$ cat src/rtl/triangle_raster_scan.sv
// Triangle raster scanner: latches a triangle, walks its bounding box in raster order and
// streams one pixel beat per cycle with an inside flag. Optional macro: TRI_ANY_WINDING_EN.
module triangle_raster_scan #(
    parameter int COORD_W = 12,
    parameter int CNT_W   = 24
) (
    input  logic               clk,
    input  logic               reset,
    input  logic               start,
    input  logic [COORD_W-1:0] px1,
    input  logic [COORD_W-1:0] py1,
    input  logic [COORD_W-1:0] px2,
    input  logic [COORD_W-1:0] py2,
    input  logic [COORD_W-1:0] px3,
    input  logic [COORD_W-1:0] py3,
    output logic               busy,
    output logic               out_valid,
    input  logic               out_ready,
    output logic [COORD_W-1:0] out_x,
    output logic [COORD_W-1:0] out_y,
    output logic               out_inside,
    output logic               out_last,
    output logic               done,
    output logic [CNT_W-1:0]   hit_count
);
    localparam int EW = 2*COORD_W+3;

    typedef enum logic [1:0] {IDLE, SETUP, SCAN, FIN} state_t;
    state_t state;

    logic [COORD_W-1:0] vx1_p0, vy1_p0, vx2_p0, vy2_p0, vx3_p0, vy3_p0;
    logic [COORD_W-1:0] xmin_p1, xmax_p1, ymin_p1, ymax_p1;
    logic [COORD_W-1:0] bxmin, bxmax, bymin, bymax, cxmax, cymax;
    logic [COORD_W-1:0] nx, ny;
    logic               wrap, nlast, nins;
    logic signed [EW-1:0] e1, e2, e3;

    function automatic logic [COORD_W-1:0] min3(input logic [COORD_W-1:0] a, b, c);
        logic [COORD_W-1:0] m;
        m = (a < b) ? a : b;
        return (c < m) ? c : m;
    endfunction

    function automatic logic [COORD_W-1:0] max3(input logic [COORD_W-1:0] a, b, c);
        logic [COORD_W-1:0] m;
        m = (a > b) ? a : b;
        return (c > m) ? c : m;
    endfunction

    // Full-precision edge function: no bit of the products or their difference is dropped.
    function automatic logic signed [EW-1:0] edge_fn(
        input logic [COORD_W-1:0] ax, ay, bx, by, qx, qy);
        logic signed [COORD_W:0]     dqx, day, dax, dqy;
        logic signed [2*COORD_W+1:0] m0, m1;
        dqx = $signed({1'b0, qx}) - $signed({1'b0, bx});
        day = $signed({1'b0, ay}) - $signed({1'b0, by});
        dax = $signed({1'b0, ax}) - $signed({1'b0, bx});
        dqy = $signed({1'b0, qy}) - $signed({1'b0, by});
        m0  = dqx * day;
        m1  = dax * dqy;
        return $signed({m0[2*COORD_W+1], m0}) - $signed({m1[2*COORD_W+1], m1});
    endfunction

    function automatic logic [CNT_W-1:0] sat_inc(input logic [CNT_W-1:0] c);
        return (&c) ? c : c + CNT_W'(1);
    endfunction

    assign bxmin = min3(vx1_p0, vx2_p0, vx3_p0);
    assign bxmax = max3(vx1_p0, vx2_p0, vx3_p0);
    assign bymin = min3(vy1_p0, vy2_p0, vy3_p0);
    assign bymax = max3(vy1_p0, vy2_p0, vy3_p0);

    // Next pixel: the bbox itself in SETUP, otherwise the raster successor of the current beat.
    always_comb begin
        wrap  = (out_x == xmax_p1);
        cxmax = xmax_p1;
        cymax = ymax_p1;
        nx    = wrap ? xmin_p1 : out_x + COORD_W'(1);
        ny    = wrap ? out_y + COORD_W'(1) : out_y;
        if (state == SETUP) begin
            nx    = bxmin;
            ny    = bymin;
            cxmax = bxmax;
            cymax = bymax;
        end
        nlast = (nx == cxmax) && (ny == cymax);
        e1    = edge_fn(vx1_p0, vy1_p0, vx2_p0, vy2_p0, nx, ny);
        e2    = edge_fn(vx2_p0, vy2_p0, vx3_p0, vy3_p0, nx, ny);
        e3    = edge_fn(vx3_p0, vy3_p0, vx1_p0, vy1_p0, nx, ny);
`ifdef TRI_ANY_WINDING_EN
        nins  = (!e1[EW-1] && !e2[EW-1] && !e3[EW-1]) ||
                ((e1[EW-1] || e1 == '0) && (e2[EW-1] || e2 == '0) && (e3[EW-1] || e3 == '0));
`else
        nins  = !e1[EW-1] && !e2[EW-1] && !e3[EW-1];
`endif
    end

    // Stage p0: triangle capture; stage p1: bounding box.
    always_ff @(posedge clk) begin
        if (state == IDLE && start) begin
            vx1_p0 <= px1;
            vy1_p0 <= py1;
            vx2_p0 <= px2;
            vy2_p0 <= py2;
            vx3_p0 <= px3;
            vy3_p0 <= py3;
        end
        if (state == SETUP) begin
            xmin_p1 <= bxmin;
            xmax_p1 <= bxmax;
            ymin_p1 <= bymin;
            ymax_p1 <= bymax;
        end
    end

    always_ff @(posedge clk) begin
        if (reset) begin
            state      <= IDLE;
            busy       <= 1'b0;
            out_valid  <= 1'b0;
            out_inside <= 1'b0;
            out_last   <= 1'b0;
            done       <= 1'b0;
            out_x      <= '0;
            out_y      <= '0;
            hit_count  <= '0;
        end else begin
            done <= 1'b0;
            case (state)
                IDLE: if (start) begin
                    hit_count <= '0;
                    busy      <= 1'b1;
                    state     <= SETUP;
                end
                SETUP: begin
                    out_x      <= nx;
                    out_y      <= ny;
                    out_inside <= nins;
                    out_last   <= nlast;
                    out_valid  <= 1'b1;
                    state      <= SCAN;
                end
                SCAN: if (out_valid && out_ready) begin
                    if (out_inside) hit_count <= sat_inc(hit_count);
                    if (out_last) begin
                        out_valid <= 1'b0;
                        busy      <= 1'b0;
                        done      <= 1'b1;
                        state     <= FIN;
                    end else begin
                        out_x      <= nx;
                        out_y      <= ny;
                        out_inside <= nins;
                        out_last   <= nlast;
                    end
                end
                FIN:     state <= IDLE;
                default: state <= IDLE;
            endcase
        end
    end
endmodule

$ cat config.mk
export PLATFORM = sky130hd
export DESIGN_NAME = triangle_raster_scan
export DESIGN_NICKNAME = d
export VERILOG_FILES = /design/src/rtl/triangle_raster_scan.sv
export SDC_FILE = /design/constraint.sdc
export NUM_CORES = 2
export LEC_CHECK = 0
export ABC_AREA = 1
export CORE_AREA = 2 2 331 333
export DETAILED_ROUTE_END_ITERATION = 6
export DIE_AREA = 0 0 333 335
export PLACE_DENSITY = 0.71
export RECOVER_POWER = 25
export SYNTH_ARGS = -nofsm -noshare
export SYNTH_HDL_FRONTEND = slang
export SYNTH_SLANG_ARGS = --single-unit
$ cat constraint.sdc
create_clock -name clk -period 9.61 [get_ports clk]
set_input_delay 1.4415 -clock clk [delete_from_list [all_inputs] [get_ports clk]]
set_output_delay 1.4415 -clock clk [all_outputs]
set_load 0.01 [all_outputs]
==> results.md <==
* Syn_area_per_cell at 8.38 sq um
* Worst clock skew at 25.8 ps
* Initial antenna violation count at 7
* CORE AREA at 0.108 sq mm
* Die ar. at 0.112 sq mm
* Cts bufs inserted at 17
* Cell depth of the worst setup path at 61
* Worst setup EP type: register
* Via/cell ratio at 5.18
* Async S/R FF share, synth at 0
* Period utilization at 1.17
* CP max stage delay at 610 ps
* Cell Area, Placed at 0.0626 sq mm
* Tot GR Track Use at 0.315
* Max Freq at 0.0891 GHz
* Worst Path Arrival at 11640 ps
* CP delay by family, top: adder cells
* Global placer's final weighted congestion at 1.04
* Post-route design area at 0.0641 sq mm
* Syn Nets at 8199
* Hold Crit Class: reg2reg
* Kind of critical path: reg2reg
* YS warnings at 0
* Final hold violations at 0
* Count of different cell masters after synthesis at 58
* Max-Cap Viols at 0
* Worst Hold Depth at 2
* Largest net degree at the start of global routing at 62
* Share of post-route cells with drive strength above 1 at 0.154
* Final #Nets at 9053
* Crit path buffers/inverters at 14
* Worst Reg-to-Reg Cells at 61
* Routed WL at 171000 um
* Clk buf depth at 2
* CP dominant cell by count: nand2_1
* RSZ-0062 raised after global routing: true
* Non-filler cells, final at 8691
* Failing checks: negative setup slack
* Register area share after synthesis at 0.0764
* Synth top cells by count: 1824 x inv_1, 1173 x fa_1, 1143 x nand2_1, 541 x ha_1, 506 x nor2_1
* Pre-Repair DR Iteration Count at 6
* Worst-Skew Late Latency at 480 ps
* Most common cell in the synthesized netlist: inv_1
* Starting Density at 0.497
* Least-Margin Pin Slew at 1120 ps
* ANT nets after route at 0
* Tmin final at 11220 ps
* Slew Viols, Final at 0
* Worst rel slew slack at 0.252
* Largest area contributor in the netlist: fa_1
* Startpoint Class: register
* Clock Pin Slew Worst Setup and Hold Paths at 90 ps
* Result of the run: finished with violations
* Die height at 335 um
* Buffers added on ports at 128
* Num rows at 121
* Gr ovfl total at 0
* Detailed-placement wirelength estimate at 152000 um
* CTS tree: yes
* Req. time, crit path at 10030 ps
* Worst Path Max Fanout at 7
* CTS root buf: clkbuf_16
* Global-route wire length before repair at 267000 um
* Crit-path slowest cell: fa_2
* Post-synth EDFFs at 84
* Top cells by area, synth: fa_1 44%, inv_1 13%, ha_1 13%
* IO Pins at 129
* Main synth FF type: edfxtp_1
* Residual DRC at 0
* Drt wl/cell at 19.7 um
* Worst setup margin at -1610 ps
* Syn Std Cell Area at 0.0537 sq mm
* Area delta synth->final at 19.3%
* #FFs+latches synth at 163
* Initial DRC count at 3969
* # clock sinks at 163
* Die X at 333 um
* Number of global-route vias before repair at 47100
* Setup TNS at -1610 ps
* Dpl cells at 8624
* Top-area cell type share of the netlist area at 0.437
* Cell count after synthesis at 6409
* H-tree depth at 4
* Endpoints failing setup at 1
* Via count at 45100
[cell type report]
| cell class | instances | area, sq um |
|---|---|---|
| Fill cell | 9616 | 44000 |
| Multi-Input combinational cell | 4266 | 42800 |
| Timing Repair Buffer | 951 | 7740 |
| Inverter | 1863 | 7030 |
| Sequential cell | 163 | 4100 |
| Tap cell | 1414 | 1770 |
| Clock buffer | 17 | 425 |
| Clock inverter | 15 | 210 |
| Timing Repair inverter | 1 | 5.00 |
| Antenna cell | 1 | 2.50 |
[worst register-to-register path: cells and delay by family (launching register included)]
| kind | cells | cell delay (ps) |
|---|---|---|
| buf+inv | 14 | 1760 |
| fa+ha+maj | 11 | 4770 |
| xor+xnor | 1 | 270 |
| flops | 1 | 450 |
| compound gates | 11 | 1510 |
| simple gates | 24 | 2430 |
[cell usage in the layout (no fill, tap or decap), drive strengths merged, types with 15 or more instances in the layout]
cell,n
clkbuf,19
dfxtp,79
o21ai,155
xnor2,56
nand2,1167
edfxtp,84
nor3,26
nand4,30
fa,1173
or2,63
dlygate4sd3,62
a211oi,15
ha,541
buf,821
nand3,136
xor2,72
o211ai,31
a21oi,210
inv,1845
clkinv,33
nor2,513
clkdlybuf4s50,66
[logic make-up after synthesis]
kind of cell / count (synthesis) / synth area share
AND/OR/NAND/NOR: 1958 / 0.149
AO/OA/AOI/OAI: 464 / 0.0507
flip-flops: 163 / 0.0764
XOR/XNOR: 128 / 0.0212
adder cells (fa/ha/maj): 1714 / 0.563
buffers and inverters: 1982 / 0.140
[sequential cells by signal (all words and copies together), names as in the netlist, 2 cells and up]
register / count
ymax_p1: 12
vy1_p0: 12
out_y: 12
xmax_p1: 12
vx2_p0: 12
vx1_p0: 12
xmin_p1: 12
vy2_p0: 12
vy3_p0: 12
out_x: 12
vx3_p0: 12
state: 2
hit_count: 24
[worst paths after layout]
path | startpoint | end | slack [ps]
worst max register to register | vx2_p0[6]$_DFFE_PP_ | out_inside$_SDFFE_PP0P_ | -1610
worst max-delay path | vx2_p0[6]$_DFFE_PP_ | out_inside$_SDFFE_PP0P_ | -1610
worst min register to register | busy$_SDFFE_PP0P_ | busy$_SDFFE_PP0P_ | 470
worst min-delay path | busy$_SDFFE_PP0P_ | busy$_SDFFE_PP0P_ | 470
[metal layers]
layer	track usage	part of all wire
met1	0.437	0.42
met2	0.504	0.45
met3	0.0494	0.086
met4	0.111	0.043
met5	0	0.000082
[through the flow]
step	setup WS (ps)	util	hold WS, ps
global placement	-2220	0.579	455
CTS	-1670	0.587	471
floorplan	-441	-	433
finish	-1610	0.593	472
detailed placement	-2470	0.579	456
global route	-2120	0.593	484
[repair_timing]
action,CTS,global route
pin swaps,14,44
setup endpoints to repair,1,1
gates resized for setup,36,96
cloned,1,2
hold buffers,0,0
buffers inserted,8,23
Power is left out: the tool's default activity adds up to more than one toggle a clock period on the data nets, which glitch-free logic cannot reach.
